File: src/rtl/toggle_event_decoder_pkg.sv
`default_nettype none
// ============================================================================
// Module   : toggle_pkg
// Purpose  : Shared defaults and widths for the toggle event decoder.
// Revision : 1.0 - initial release
// ============================================================================
package toggle_pkg;

  localparam int SYNC_STAGES_DEF = 2;   // synchronizer depth on tog_in
  localparam int CNT_W_DEF       = 8;   // event counter width
  localparam int PEND_MAX_DEF    = 15;  // pending-event buffer capacity
  localparam int PEND_W          = 4;   // width of the pending count

endpackage : toggle_pkg
`default_nettype wire

File: src/rtl/toggle_event_decoder_sync_chain.sv
`default_nettype none
// ============================================================================
// Module   : sync_chain
// Purpose  : Multi-flop synchronizer for a single-bit asynchronous level.
//            Reset clears every stage so that nothing captured before or
//            during reset can leak out after release.
// Revision : 1.0 - initial release
// ============================================================================
module sync_chain #(
  parameter int STAGES = 2
) (
  input  logic Clock,
  input  logic reset,
  input  logic d,
  output logic q
);

  logic [STAGES-1:0] stage_q;

  // Shift the asynchronous level through the chain; stage 0 is the capture flop.
  always_ff @(posedge Clock) begin
    if (reset) begin
      stage_q <= '0;
    end else begin
      stage_q <= {stage_q[STAGES-2:0], d};
    end
  end

  assign q = stage_q[STAGES-1];

endmodule : sync_chain
`default_nettype wire

File: src/rtl/toggle_event_decoder.sv
`default_nettype none
// ============================================================================
// Module   : toggle_event_decoder
// Purpose  : Turns each transition of an asynchronous toggle level into a
//            one-cycle event strobe, keeps a running event count and a
//            bounded count of events waiting for a consumer, and flags
//            (sticky) any event dropped because that count was saturated.
// Revision : 1.0 - initial release
// ============================================================================
module toggle_event_decoder
  import toggle_pkg::*;
#(
  parameter int SYNC_STAGES = SYNC_STAGES_DEF,
  parameter int CNT_W       = CNT_W_DEF,
  parameter int PEND_MAX    = PEND_MAX_DEF
) (
  input  logic              Clock,
  input  logic              reset,
  input  logic              tog_in,
  input  logic              phase_load,
  input  logic              ev_ready,
  input  logic              clear_ovf,
  output logic              ev_valid,
  output logic              ev_pulse,
  output logic [CNT_W-1:0]  ev_count,
  output logic [PEND_W-1:0] pend,
  output logic              overflow
);

  localparam logic [PEND_W-1:0] PEND_FULL = PEND_W'(PEND_MAX);

  logic              sync_q;
  logic              ref_q;
  logic              detect;
  logic              pop;
  logic              ovf_set;
  logic [PEND_W-1:0] pend_next;

  sync_chain #(
    .STAGES (SYNC_STAGES)
  ) u_sync (
    .Clock (Clock),
    .reset (reset),
    .d     (tog_in),
    .q     (sync_q)
  );

  // A transition is a difference from the last accepted level, unless the
  // caller is realigning the reference this cycle.
  always_comb begin
    detect = (sync_q != ref_q) && !phase_load;
  end

  assign ev_valid = (pend != '0);
  assign pop      = ev_valid && ev_ready;

  // Next pending count: a simultaneous detect and pop cancel out, and a
  // detect against a saturated buffer with no pop is the only drop case.
  always_comb begin
    pend_next = pend;
    ovf_set   = 1'b0;
    case ({detect, pop})
      2'b10: begin
        if (pend == PEND_FULL) begin
          ovf_set = 1'b1;
        end else begin
          pend_next = pend + PEND_W'(1);
        end
      end
      2'b01:   pend_next = pend - PEND_W'(1);
      default: pend_next = pend;
    endcase
  end

  // Reference level tracks the synchronized input every cycle.
  always_ff @(posedge Clock) begin
    if (reset) begin
      ref_q <= 1'b0;
    end else begin
      ref_q <= sync_q;
    end
  end

  // Registered strobe and wrapping counter; dropped events are still counted.
  always_ff @(posedge Clock) begin
    if (reset) begin
      ev_pulse <= 1'b0;
      ev_count <= '0;
    end else begin
      ev_pulse <= detect;
      if (detect) begin
        ev_count <= ev_count + CNT_W'(1);
      end
    end
  end

  // Pending count register.
  always_ff @(posedge Clock) begin
    if (reset) begin
      pend <= '0;
    end else begin
      pend <= pend_next;
    end
  end

  // Sticky overflow; a new drop outranks a clear in the same cycle.
  always_ff @(posedge Clock) begin
    if (reset) begin
      overflow <= 1'b0;
    end else if (ovf_set) begin
      overflow <= 1'b1;
    end else if (clear_ovf) begin
      overflow <= 1'b0;
    end
  end

endmodule : toggle_event_decoder
`default_nettype wire
File: config.mk
export PLATFORM = sky130hd
export DESIGN_NAME = toggle_event_decoder
export DESIGN_NICKNAME = d
export VERILOG_FILES = /design/src/rtl/toggle_event_decoder_pkg.sv /design/src/rtl/toggle_event_decoder_sync_chain.sv /design/src/rtl/toggle_event_decoder.sv
export SDC_FILE = /design/constraint.sdc
export NUM_CORES = 1
export LEC_CHECK = 0
export CORE_MARGIN = 2
export CORE_UTILIZATION = 45
export CTS_CLUSTER_DIAMETER = 120
export DETAILED_ROUTE_END_ITERATION = 6
export PLACE_DENSITY = 0.75
export SLEW_MARGIN = 20
export SYNTH_ARGS = -nofsm -noshare
export SYNTH_HDL_FRONTEND = slang
export SYNTH_SLANG_ARGS = --single-unit
File: constraint.sdc
create_clock -name Clock -period 2.7 [get_ports Clock]
set_input_delay 0.27 -clock Clock [delete_from_list [all_inputs] [get_ports Clock]]
set_output_delay 0.27 -clock Clock [all_outputs]
set_load 0.02 [all_outputs]
; ---- Yosys cells after proc, flatten, opt, wreduce, memory -nomap -nowiden
; Cells that the tools add are included.
[op_classes]
add_sub_neg = 3
n_eq_ne = 5
mux = 6
reduce_logical = 7
[ops]
columns = operator, count
row1 = 8-bit by 1-bit adder with 8-bit output (second input constant), 1
row2 = 4-bit one-hot mux with 2 select lines, 1
row3 = 4-bit by 1-bit adder with 4-bit output (second input constant), 1
row4 = 4-bit equality test (second input constant), 1
row5 = 1-bit 2-to-1 mux, 4
row6 = 4-bit 2-to-1 mux, 1
row7 = 2-bit nonzero test, 2
row8 = 4-bit nonzero test, 1
row9 = 4-bit by 1-bit subtractor with 4-bit output (second input constant), 1
row10 = 2-bit by 1-bit equality test with 1-bit output (second input constant), 1
row11 = 2-bit equality test (second input constant), 1
row12 = 1-bit logical AND, 2
row13 = 2-bit inequality test (second input constant), 1
row14 = 2-bit AND reduction, 1
row15 = 1-bit logical NOT, 1
row16 = 1-bit inequality test, 1
[totals]
reg_bits = 17
out_inout_bits = 15
elab_cells = 27

; ---- Depth between registers and ports, before layout
; Gate-level depths: netlist (run 1).
[depth]
depth_word = 5
ltp_mapped = 8
ltp_nobuf = 8

; ---- Cells and area by module
; Synthesis (run 1) repeated with hierarchy kept, for this count alone.
[unflattened]
cells_unflattened = 91
area_unflattened_um2 = 832.0
[by_module_without_submodules]
columns = module, n_inst, cells_per_inst, area_per_inst_um2
row1 = toggle_event_decoder, 1, 87, 779.5
row2 = sync_chain, 1, 4, 52.6

; ---- Worst setup path before layout (run 1)
; OpenSTA, ideal clock, no wires.
[synth_path]
path_kind = flip-flop to flip-flop
from = reg pend[0]
to = reg pend[3]
arrival_ps = 2392
t_required_ps = 2577
setup_slack_ps = 185
stages_incl_launch_ff = 9
period_less_slack_ps = 2515
cell_sequence = dfxtp_1 -> o41a_1 -> o21ai_1 -> inv_1 -> ha_1 -> a21o_2 -> a21oi_1 -> mux2i_1 -> mux2_1
[synth_between]
elab_chain_len = 5
elab_cells_between_ends = 12
cone_classes = add/sub (2) / eq/ne (4) / mux (2) / reduce/logical (4)
[synth_rtl]
columns = item, line_no
row1 = "start, declared", toggle_event_decoder.sv:26  ; output logic [PEND_W-1:0] pend,
row2 = "start signal, assigned", toggle_event_decoder.sv:102  ; pend <= pend_next;
row3 = "parallel branches: the longest is 5 deep, another holds 4-bit by 1-bit adder with 4-bit output", --
; Several ways; the timed one is not identified. The select of a mux whose other input is x is not followed.
; A chain may end at the register's enable or synchronous reset.

; ---- Final worst setup path (run 1)
; Ends and elaborated chain as after synthesis.

==> impl_metrics.csv, run 1 <==
group,metric,value,unit
outcome,outcome,"completed",
detailed_routing,drt-initial-drc-count,16,
sta,fin_skew,11.0,ps
power_and_ir_drop,p_seq_frac,0.398,
setup_path,worstPathArrival,2620,ps
detailed_routing,wl_per_cell,11.8,um
cts,cts.sinks,17,
sta,fin_crit_sh,0.902,
cts,path_clk_slew,100,ps
flow_run,cap_violations,0,
global_route,grt_overflow,0,
sta,max_slew_margin,0.664,
synthesis,synth_fp_nets,101,
detailed_routing,drc_errors,0,
synthesis,yosysWarningCount,0,
setup_path,worstSetupPathType,"flop to flop",
place,place_ws,209,ps
global_route,grtUsageTotal,0.169,
cts,cts_tree,"done",
detailed_routing,drt-total-wl,1660,um
place,io_buffers,20,
cts,holdBufCountCts,0,
final_layout,n_fill_cell,150,
floorplanning,die_w,47.3,um
final_layout,final_common_cell,"clkdlybuf4s50_1",
power_and_ir_drop,leakage,0.418,nW
sta,tightest_slew,500,ps
place,dp_hpwl,1300,um
synthesis,ys_seq_area_frac,0.404,
floorplanning,rows,15,
cts,post-cts-setup-buffer-count,0,
detailed_routing,routed_via_density,5.19,
global_route,grt_max_degree,13,
global_route,grt_pass1_wl,2660,um
detailed_routing,first_pass_iters,4,
cts,cts_root_buffer,"clkbuf_4",
final_layout,area_growth,31.0,%
synthesis,ys_ff_latch,17,
final_layout,final_cell_mix,"clkdlybuf4s50_1, dfxtp_1, nor2_1, xnor2_1",
power_and_ir_drop,clkPwrFrac,0.165,
sta,rsz0062_at_grt,"false",
cts,insertion_delay,290,ps
floorplanning,dieArea,0.00224,sq mm
sta,slew_viol_final,0,
synthesis,synth_cells,91,
sta,hold_slack,473,ps
sta,min_period,2430,ps
detailed_routing,vias,732,
power_and_ir_drop,peakVddDrop,0.000442,V
setup_path,endpoint_kind,"flop",
sta,hold_viol,0,
power_and_ir_drop,p_sw,0.293,mW
final_layout,nNetsFinal,127,
setup_path,cp_max_fo,8,
power_and_ir_drop,netSwitchingFraction,0.362,
place,place.gp.congestion,0.761,
global_route,first_global_vias,633,
floorplanning,initial_core_util,0.483,
power_and_ir_drop,power.density,732,mW/mm^2
detailed_routing,ant_nets,0,
synthesis,netlist_area,843,sq um
setup_path,start_kind,"flop",
sta,fmax,411,MHz
sta,fin_ws,265,ps
sta,setup_viol,0,
power_and_ir_drop,p_int,0.516,mW
hold_path,hp-class,"flop to flop",
final_layout,diodes,0,
cts,cts_resized,0,
synthesis,synth_cell_type_count,30,
power_and_ir_drop,comb_power_share,0.438,
global_route,antenna_found_initial,0,
cts,cts_buffers,3,
floorplanning,ioPinCount,21,
final_layout,layout-drive-gt1-share,0.121,
setup_path,crit_required,2880,ps
cts,cts.htree.levels,1,
synthesis,synth_area_per_cell,9.27,sq um
floorplanning,core,0.00175,sq mm
cts,clockBufferDepth,2,
sta,tns,0,ps
floorplanning,die_h,47.3,um
setup_path,rrSetupSlack,270,ps
==> flip-flops by register name (all words and copies together), names as in the netlist <==
register,flops
pend,4
u_sync.stage_q,2
ev_count,8
ev_pulse,1
overflow,1
ref_q,1
==> per-stage QoR <==
stage	area [sq um]	utilization	std cells	power (mW)
after CTS	1100	0.633	141	0.815
after floorplan	843	-	91	0.544
after detailed placement	1080	0.618	137	0.681
after global routing	1100	0.633	141	0.866
final	1100	0.633	141	0.808
after global placement	1080	0.618	137	0.671
==> Yosys cell counts <==
library cell   n  area, sq um
dfxtp_1       17          340
nor2_1        10         37.5
xnor2_1        7         61.3
inv_1          6         22.5
nor2b_1        6         37.5
nand3_1        5         25.0
nor3_1         5         25.0
a21oi_1        4         20.0
ha_1           3         37.5
nor4_1         3         18.8
buf_6          2         22.5
mux2_2         2         22.5
nand2_1        2         7.51
nand4_1        2         12.5
o21ai_0        2         10.0
a21o_1         1         7.51
a21o_2         1         8.76
a21oi_2        1         8.76
a32oi_1        1         8.76
and4_2         1         10.0
clkbuf_1       1         3.75
fa_1           1         20.0
mux2_1         1         11.3
mux2i_1        1         10.0
o21ai_1        1         5.00
o41a_1         1         11.3
o41ai_1        1         8.76
or4_2          1         8.76
or4_4          1         11.3
xor2_1         1         8.76
==> layout make-up <==
cell class                      count  area (sq um)  area share
Sequential cell                    17           340       0.308
Clock buffer                        4          26.3      0.0238
Multi-Input combinational cell     65           454       0.411
Timing Repair Buffer               24           230       0.208
Inverter                            6          22.5      0.0204
Tap cell                           25          31.3      0.0283
==> critical path, stage by stage (launching register included) <==
cell     delay (ps)
dfxtp_1         390
o41a_1          480
o21ai_1         130
inv_1           120
ha_1            290
a21o_2          210
a21oi_1         160
mux2i_1         220
mux2_1          330
==> logic make-up (layout without fill, tap and decap cells) <==
logic type	Yosys count	after routing	synth area share
and+or+nand+nor	36	36	0.230
DFF	17	17	0.404
AOI/OAI and AO/OA	13	13	0.105
buffers and inverters	9	34	0.0579
xor gates and xnor gates	8	8	0.0831
adders and majority gates	4	4	0.0683
muxes	4	4	0.0519
==> power groups by stage <==
stage / registers (mW) / logic [mW] / clock network [mW]
6_report: 0.321 / 0.354 / 0.133
5_1_grt: 0.327 / 0.383 / 0.155
4_1_cts: 0.320 / 0.356 / 0.140
3_5_place_dp: 0.326 / 0.355 / 0
3_3_place_gp: 0.325 / 0.346 / 0
2_1_floorplan: 0.346 / 0.199 / 0
==> final timing paths <==
kind,from,cells past startpoint,end
worst max-delay path,pend[0],8,pend[3]
worst min-delay path,u_sync.stage_q[0],1,u_sync.stage_q[1]
worst max register to register,pend[0],8,pend[3]
worst min register to register,u_sync.stage_q[0],1,u_sync.stage_q[1]
==> metal layers <==
layer  track usage  vias up  routed length (um)
met5             0        -                   0
met4        0.0667        0                  12
met3        0.0462        2                  48
met2         0.262       11                 789
met1         0.220      347                 811
li1              -      372                   -
Note: power is estimated with default switching activity, not from simulation.
==> run 2: changes to the inputs <==
==> constraint.sdc (replaced) <==
create_clock -name Clock -period 2.8 [get_ports Clock]
set_input_delay 0.28 -clock Clock [delete_from_list [all_inputs] [get_ports Clock]]
set_output_delay 0.28 -clock Clock [all_outputs]
set_load 0.02 [all_outputs]
==> run 2 against run 1 <==
Maximum frequency shrank 2.4%. Core utilization shrank 0.65 points. Final area shrank 1.0%. Routed wire length shrank 0.12%. First-iteration DRC count grew 31%. Clock-buffer cell count is the same. Power shrank 5.6%. Critical path depth is the same. Sequential cell count is the same. Largest power group unchanged.
==> impl_metrics.csv, run 2 (synthesized netlist as in run 1, its figures left out) <==
group,metric,value,unit
outcome,outcome,"completed",
global_route,grt_pass1_wl,2700,um
floorplanning,initial_core_util,0.483,
final_layout,nNetsFinal,125,
cts,cts_resized,0,
detailed_routing,drt-initial-drc-count,21,
cts,cts_root_buffer,"clkbuf_4",
setup_path,start_kind,"flop",
global_route,grt_overflow,0,
global_route,grt_max_degree,21,
sta,max_slew_margin,0.509,
final_layout,diodes,0,
floorplanning,core,0.00175,sq mm
cts,cts.sinks,17,
cts,cts_buffers,3,
setup_path,worstSetupPathType,"flop to flop",
detailed_routing,wl_per_cell,11.9,um
setup_path,worstPathArrival,2670,ps
final_layout,top_regs,"ev_count x8, pend x4, u_sync.stage_q x2",
detailed_routing,vias,737,
sta,tns,0,ps
final_layout,final_cell_mix,"clkdlybuf4s50_1, dfxtp_1, nor2_1, xnor2_1",
setup_path,crit_required,2970,ps
cts,post-cts-setup-buffer-count,0,
flow_run,cap_violations,0,
sta,tightest_slew,734,ps
cts,cts_tree,"done",
sta,fin_skew,6.24,ps
sta,fin_crit_sh,0.891,
final_layout,top_register,"ev_count",
sta,hold_slack,457,ps
hold_path,hp-class,"flop to flop",
sta,slew_viol_final,0,
final_layout,layout-drive-gt1-share,0.114,
detailed_routing,routed_via_density,5.30,
final_layout,area_growth,29.7,%
setup_path,endpoint_kind,"flop",
place,io_buffers,20,
cts,cts.htree.levels,1,
global_route,grtUsageTotal,0.171,
final_layout,final_common_cell,"clkdlybuf4s50_1",
sta,rsz0062_at_grt,"false",
power_and_ir_drop,peakVddDrop,0.000464,V
power_and_ir_drop,power.density,698,mW/mm^2
cts,path_clk_slew,90,ps
power_and_ir_drop,leakage,0.410,nW
floorplanning,rows,15,
sta,min_period,2500,ps
floorplanning,die_h,47.3,um
sta,fmax,401,MHz
cts,holdBufCountCts,0,
cts,clockBufferDepth,2,
place,place.gp.congestion,0.771,
sta,setup_viol,0,
detailed_routing,drt-total-wl,1660,um
global_route,antenna_found_initial,0,
sta,hold_viol,0,
global_route,first_global_vias,622,
floorplanning,dieArea,0.00224,sq mm
place,dp.cells,135,
detailed_routing,ant_nets,0,
final_layout,stdcell_count,139,
floorplanning,die_w,47.3,um
detailed_routing,drc_errors,0,
cts,insertion_delay,280,ps
detailed_routing,first_pass_iters,4,
floorplanning,ioPinCount,21,
place,dp_hpwl,1220,um
final_layout,largest_register_ffs,8,
setup_path,cp_max_fo,8,
## run 2: power by group
group	switching, mW	total [mW]	internal [mW]
sequential	0.0429	0.310	0.267
combinational	0.163	0.329	0.166
clock	0.0686	0.124	0.0553
total	0.275	0.763	0.488
## run 2: final timing paths
kind | cells after the start | end | from | slack (ps)
hold / removal | 1 | u_sync.stage_q[1] | u_sync.stage_q[0] | 460
hold reg to reg | 1 | u_sync.stage_q[1] | u_sync.stage_q[0] | 460
setup reg to reg | 8 | pend[3] | pend[0] | 300
setup / recovery | 8 | pend[3] | pend[0] | 300
## run 2: layout make-up
cell class / count / area, sq um
well taps: 25 / 31.3
multi-input cells: 65 / 458
flip-flops and latches: 17 / 340
inverters: 6 / 22.5
clock buffers: 4 / 26.3
fillers: 162 / 652
repair buffers: 22 / 215
## run 2: metrics by stage
| step | area, sq um | utilization | setup slack (ps) | power (mW) |
|---|---|---|---|---|
| detailed placement | 1060 | 0.609 | 171 | 0.641 |
| global placement | 1060 | 0.609 | 229 | 0.635 |
| global route | 1090 | 0.627 | 150 | 0.822 |
| finish | 1090 | 0.627 | 305 | 0.763 |
| CTS | 1090 | 0.624 | 171 | 0.768 |
| floorplan | 843 | - | 285 | 0.525 |
## run 2: routing by layer
layer / share of wire / global-route usage / vias to the layer above
met5: 0 / 0 / -
li1: - / - / 368
met1: 0.48 / 0.238 / 347
met3: 0.054 / 0.0692 / 0
met2: 0.47 / 0.251 / 22
met4: 0 / 0.0333 / 0
## run 2: critical path: stages (launching register included)
cell     delay (ps)
dfxtp_1         390
o41a_1          500
o21ai_2         140
inv_1           140
ha_1            290
a21o_2          210
a21oi_1         170
mux2i_1         220
mux2_1          330
==> run 3: changes to the inputs <==
--- a/config.mk
+++ b/config.mk
@@ -5,6 +5,7 @@
 export SDC_FILE = /design/constraint.sdc
 export NUM_CORES = 1
 export LEC_CHECK = 0
+export CAP_MARGIN = 5
 export CORE_MARGIN = 2
 export CORE_UTILIZATION = 45
 export CTS_CLUSTER_DIAMETER = 120
==> results of run 3 <==
Same layout as run 2: the final DEF is identical, and so are final timing and power.
